<file path="src/rtl/cmp_seq_ctrl.sv">
// Purpose: bit-serial magnitude compare of an operand pair, MSB first, one bit cell shared over time.
// Latency: result valid out_cycles edges after accept (1..WIDTH; WIDTH when EARLY_EXIT=0 or operands equal).
// Backpressure: in_ready low while busy; DONE holds flags and cycle count stable until out_ready.
module cmp_seq_ctrl #(
  parameter int WIDTH      = 8,
  parameter int EARLY_EXIT = 1
) (
  input  logic                       clk,
  input  logic                       rst_n,
  input  logic                       in_valid,
  output logic                       in_ready,
  input  logic [WIDTH-1:0]           in_x,
  input  logic [WIDTH-1:0]           in_y,
  output logic                       out_valid,
  input  logic                       out_ready,
  output logic                       out_g,
  output logic                       out_l,
  output logic [$clog2(WIDTH+1)-1:0] out_cycles,
  output logic                       busy
);

  localparam int IW = $clog2(WIDTH);
  localparam int CW = $clog2(WIDTH+1);

  localparam logic [IW-1:0] IDX_MSB = IW'(WIDTH - 1);
  localparam logic [IW-1:0] IDX_ONE = IW'(1);
  localparam logic [CW-1:0] CNT_ONE = CW'(1);

  localparam logic [1:0] ST_IDLE = 2'd0;
  localparam logic [1:0] ST_SCAN = 2'd1;
  localparam logic [1:0] ST_DONE = 2'd2;

  logic [1:0]       state_q;
  logic [WIDTH-1:0] x_q;
  logic [WIDTH-1:0] y_q;
  logic [IW-1:0]    idx_q;
  logic             g_q;
  logic             l_q;
  logic [CW-1:0]    cnt_q;

  logic bit_x;
  logic bit_y;
  logic hit_g;
  logic hit_l;
  logic scan_exit;

  // Bit cell: compare the current bit; a flag already set blocks any later hit (lock).
  always_comb begin
    bit_x     = x_q[idx_q];
    bit_y     = y_q[idx_q];
    hit_g     = bit_x & ~bit_y & ~(g_q | l_q);
    hit_l     = ~bit_x & bit_y & ~(g_q | l_q);
    // Exit at idx 0 takes priority over the decrement, so idx never wraps.
    scan_exit = ((EARLY_EXIT != 0) && (hit_g || hit_l)) || (idx_q == '0);
  end

  // Sequencer state, operand capture, bit scan and result registers.
  always_ff @(posedge clk or negedge rst_n) begin
    if (!rst_n) begin
      state_q <= ST_IDLE;
      x_q     <= '0;
      y_q     <= '0;
      idx_q   <= '0;
      g_q     <= 1'b0;
      l_q     <= 1'b0;
      cnt_q   <= '0;
    end else begin
      case (state_q)
        ST_IDLE: begin
          if (in_valid) begin
            x_q     <= in_x;
            y_q     <= in_y;
            idx_q   <= IDX_MSB;
            g_q     <= 1'b0;
            l_q     <= 1'b0;
            cnt_q   <= '0;
            state_q <= ST_SCAN;
          end
        end
        ST_SCAN: begin
          cnt_q <= cnt_q + CNT_ONE;
          if (hit_g) g_q <= 1'b1;
          if (hit_l) l_q <= 1'b1;
          if (scan_exit) begin
            state_q <= ST_DONE;
          end else begin
            idx_q <= idx_q - IDX_ONE;
          end
        end
        ST_DONE: begin
          // Returning to IDLE only after the handshake keeps in_ready low in the
          // handshake cycle, giving at least one idle cycle between jobs.
          if (out_ready) state_q <= ST_IDLE;
        end
        default: state_q <= ST_IDLE;
      endcase
    end
  end

  assign in_ready   = (state_q == ST_IDLE);
  assign out_valid  = (state_q == ST_DONE);
  assign busy       = (state_q != ST_IDLE);
  assign out_g      = g_q;
  assign out_l      = l_q;
  assign out_cycles = cnt_q;

endmodule

</file>
<file path="config.mk">
export PLATFORM = sky130hd
export DESIGN_NAME = cmp_seq_ctrl
export DESIGN_NICKNAME = d
export VERILOG_FILES = /design/src/rtl/cmp_seq_ctrl.sv
export SDC_FILE = /design/constraint.sdc
export NUM_CORES = 1
export LEC_CHECK = 0
export CORE_MARGIN = 10
export CORE_UTILIZATION = 45
export CTS_BUF_LIST = sky130_fd_sc_hd__clkbuf_8 sky130_fd_sc_hd__clkbuf_16
export DETAILED_ROUTE_END_ITERATION = 10
export GPL_TIMING_DRIVEN = 0
export PLACE_DENSITY = 0.71
export SLEW_MARGIN = 10
export SYNTH_ARGS = -nofsm -noshare
export SYNTH_HDL_FRONTEND = slang
export SYNTH_SLANG_ARGS = --single-unit
</file>
<file path="constraint.sdc">
create_clock -name clk -period 3.7 [get_ports clk]
set_clock_uncertainty 0.15 [all_clocks]
set_input_delay 0.925 -clock clk [delete_from_list [all_inputs] [get_ports clk]]
set_output_delay 0.925 -clock clk [all_outputs]
set_load 0.01 [all_outputs]
</file>
==> impl_results.md <==
* RSZ-0062 raised after global routing: false
* Post-route setup TNS at 0 ns
* CORE AREA at 2780 um2
* Leak pwr at between 0.8 and 0.9 nW
* Syn_area_per_cell at 9.78 um2
* Clock tree sinks at 27
* Max-slew violations at 0
* CTS Buf Count at 3
* Final setup margin at 1.17 ns
* Seq pwr share at 0.374
* Met1 usage at 0.118
* Share of layout cells above drive strength 1 at 0.0482
* CP max FO at 4
* Max-cap violation count at 0
* Synth cell types at 25
* Slew headroom at 0.604
* Post-Synth Simple-Gate Area at 0.232
* Sequential fraction of the synthesis area at 0.516
* Commonest non-fill, non-tap cell in the layout: nand2_1
* Worst Hold Depth at 2
* Mapped cell area at 1310 um2
* Synthesized instance count at roughly 130
* Final period util at 0.683
* Root Buffer: clkbuf_8
* Peak Freq at between 300 and 400 MHz
* Layout net count at 190
* CTS resizes at 0
* Synth Area in XOR/XNOR at 0.0191
* Pwr dens at 812 nW/um2
* Row count at 19
* Final Hold Viols at 0
* Cell internal pwr at around 0.84 mW
* Largest family of logic cells by synthesized area: simple AND/OR/NAND/NOR gates
* Cells after DPL at 193
* Critical Path Start Type: flop
* Total congestion overflow at 0
* Crit path DAT at ~1.5 ns
* Number of iterations in the first detailed-routing pass at 4
* Port Buffer Count at 28
* Residual DRC at 0
* Width of the die at 74.0 um
* CTS tree: built
* Worst hold-check path type: flop to flop
* HP Start: y_q[7]
* Hold Path Sink: y_q[7]
* I/O pin count at 29
* Post-Synth Adder-Cell Area at 0.0287
* Psw at 0.512 mW
* Final setup viols at 0
* Setup Fix Bufs, Post-CTS at 0
* Post-DP HPWL at 1960 um
* Starting density of the core at 0.471
* Detailed Route WL at 2620 um
* Status: complete, no violations
* Switching Share at 0.378
* Seq cells post-synth at 27
* Post-Syn Nets at approximately 160
* Via count at 979
* RR Startpoint: idx_q[0]
* Post-route ant nets at 0
* Worst slew pin tran at around 0.6 ns
* Combinational share of power at 0.508
* Later-pin clock latency in the skew report at 0.27 ns
* Placer Congestion at between 0.7 and 0.8
* Non-Filler Instances at 197
* Worst setup path startpoint: state_q[0]
* Post-route cell area at 1670 um2
* First-pass GRT wire length at 4280 um
* Hold_buf cts at 0
* Crit Path Class: flop to output pin
* FF-to-FF setup slack at 1.35 ns
* Met3 track demand over resource at 0.0319
* Clk pwr share at 0.118
* Initial antenna violation count at 0
* Dpl cell area at between 1500 and 2000 um2
* RR Endpoint: idx_q[1]
* Total power at 1.36 mW
* Peak supply drop at 0.618 mV
* Ant diodes at 0
* Layout filler cell count at between 200 and 300
* 1st-iter DRT viols at 50
* Kind of end point of the critical path: output pin
* Clock transition at path regs at 0.09 ns
* Die Height at ~74 um
* Ys Warns at 0
* Met2 Use GR at 0.161
* Critical Path RT at approximately 2.6 ns
* Minimum clock period at 2.53 ns
* DR vias/cell at 4.97
* Clock Tree Buf Depth at 2
* Area delta synth->final at 27.4%
* Reg2Reg Depth at 6
* Worst hold slack at 0.327 ns
* Final Util at 0.600
* Post-synthesis compound-gate area fraction at 0.0458
* Pre-CTS WS at 1.19 ns
* Multiplexer share of the synthesized area at 0.121
* H-tree depth at 1
* Die area at 5470 um2
* Largest net degree at the start of global routing at 28
* Number of global-route vias before repair at 976
* Total Routing Usage GR at 0.0984
* GRT busiest layer: met2
* WL/cell at 13.3 um
* Most frequent cells in the layout: nand2_1 (55), dfrtp_1 (27), clkdlybuf4s50_1 (27)
==> final cells by class <==
class / count / area [um2] / area share
buffer: 7 / 33.8 / 0.0202
sequential: 27 / 676 / 0.405
timing repair buffer: 28 / 275 / 0.165
tap: 31 / 38.8 / 0.0232
multi-input combinational: 96 / 586 / 0.351
clock buffer: 3 / 41.3 / 0.0247
clock inverter: 1 / 3.75 / 0.00225
inverter: 4 / 15.0 / 0.00900
==> flip-flops by register name (all words and copies together), names as in the netlist <==
signal,flops
y_q,8
out_g,1
out_cycles,4
x_q,8
idx_q,3
state_q,2
out_l,1
==> per-layer routing <==
layer / vias up / routed length, um
met5: - / 0
met4: 0 / 31
met3: 5 / 174
met2: 24 / 1220
met1: 443 / 1200
li1: 507 / -
==> worst max path at each step <==
stage / endpoint / depth (start not counted)
global route: in_ready / 2
global placement: x_q[5] / 1
floorplan: idx_q[0] / 6
CTS: in_ready / 2
detailed placement: x_q[5] / 1
finish: in_ready / 2
==> power by group through the flow <==
| stage | logic, mW | clock network (mW) | registers, mW |
|---|---|---|---|
| finish | 0.689 | 0.160 | 0.507 |
| global route | 0.775 | 0.178 | 0.519 |
| CTS | 0.701 | 0.163 | 0.508 |
| detailed placement | 0.692 | 0 | 0.513 |
| global placement | 0.678 | 0 | 0.506 |
| floorplan | 0.495 | 0 | 0.502 |
==> worst max-delay path, stage by stage (launching register included) <==
cell             delay (ns)
dfrtp_1                0.41
nor2_1                 0.20
clkdlybuf4s50_1        0.58
==> cells by family after synthesis <==
family	Yosys count
simple gates	74
compound gates	9
buf+inv	11
xor+xnor	2
flops	27
mux	8
fa+ha+maj	3
==> cell usage after synthesis <==
cell      instances  area [um2]
mux2_2            1        11.3
mux4_1            4         105
nor2_1            6        22.5
buf_6             1        11.3
dfrtp_1          27         676
mux2i_1           2        20.0
a2111o_1          1        11.3
clkbuf_1          5        18.8
inv_1             4        15.0
a32o_1            1        10.0
xor2_1            1        8.76
xnor2_2           1        16.3
or2_1             1        6.26
o311ai_0          1        8.76
nand3_1           5        25.0
nand2_1          55         206
nor2b_1           2        12.5
buf_1             1        3.75
a21oi_1           2        10.0
nand4_1           2        12.5
and2_1            1        6.26
nand2b_1          2        12.5
ha_1              3        37.5
o21ai_0           4        20.0
mux2i_4           1        22.5
Power figures use the tool's default switching activity.
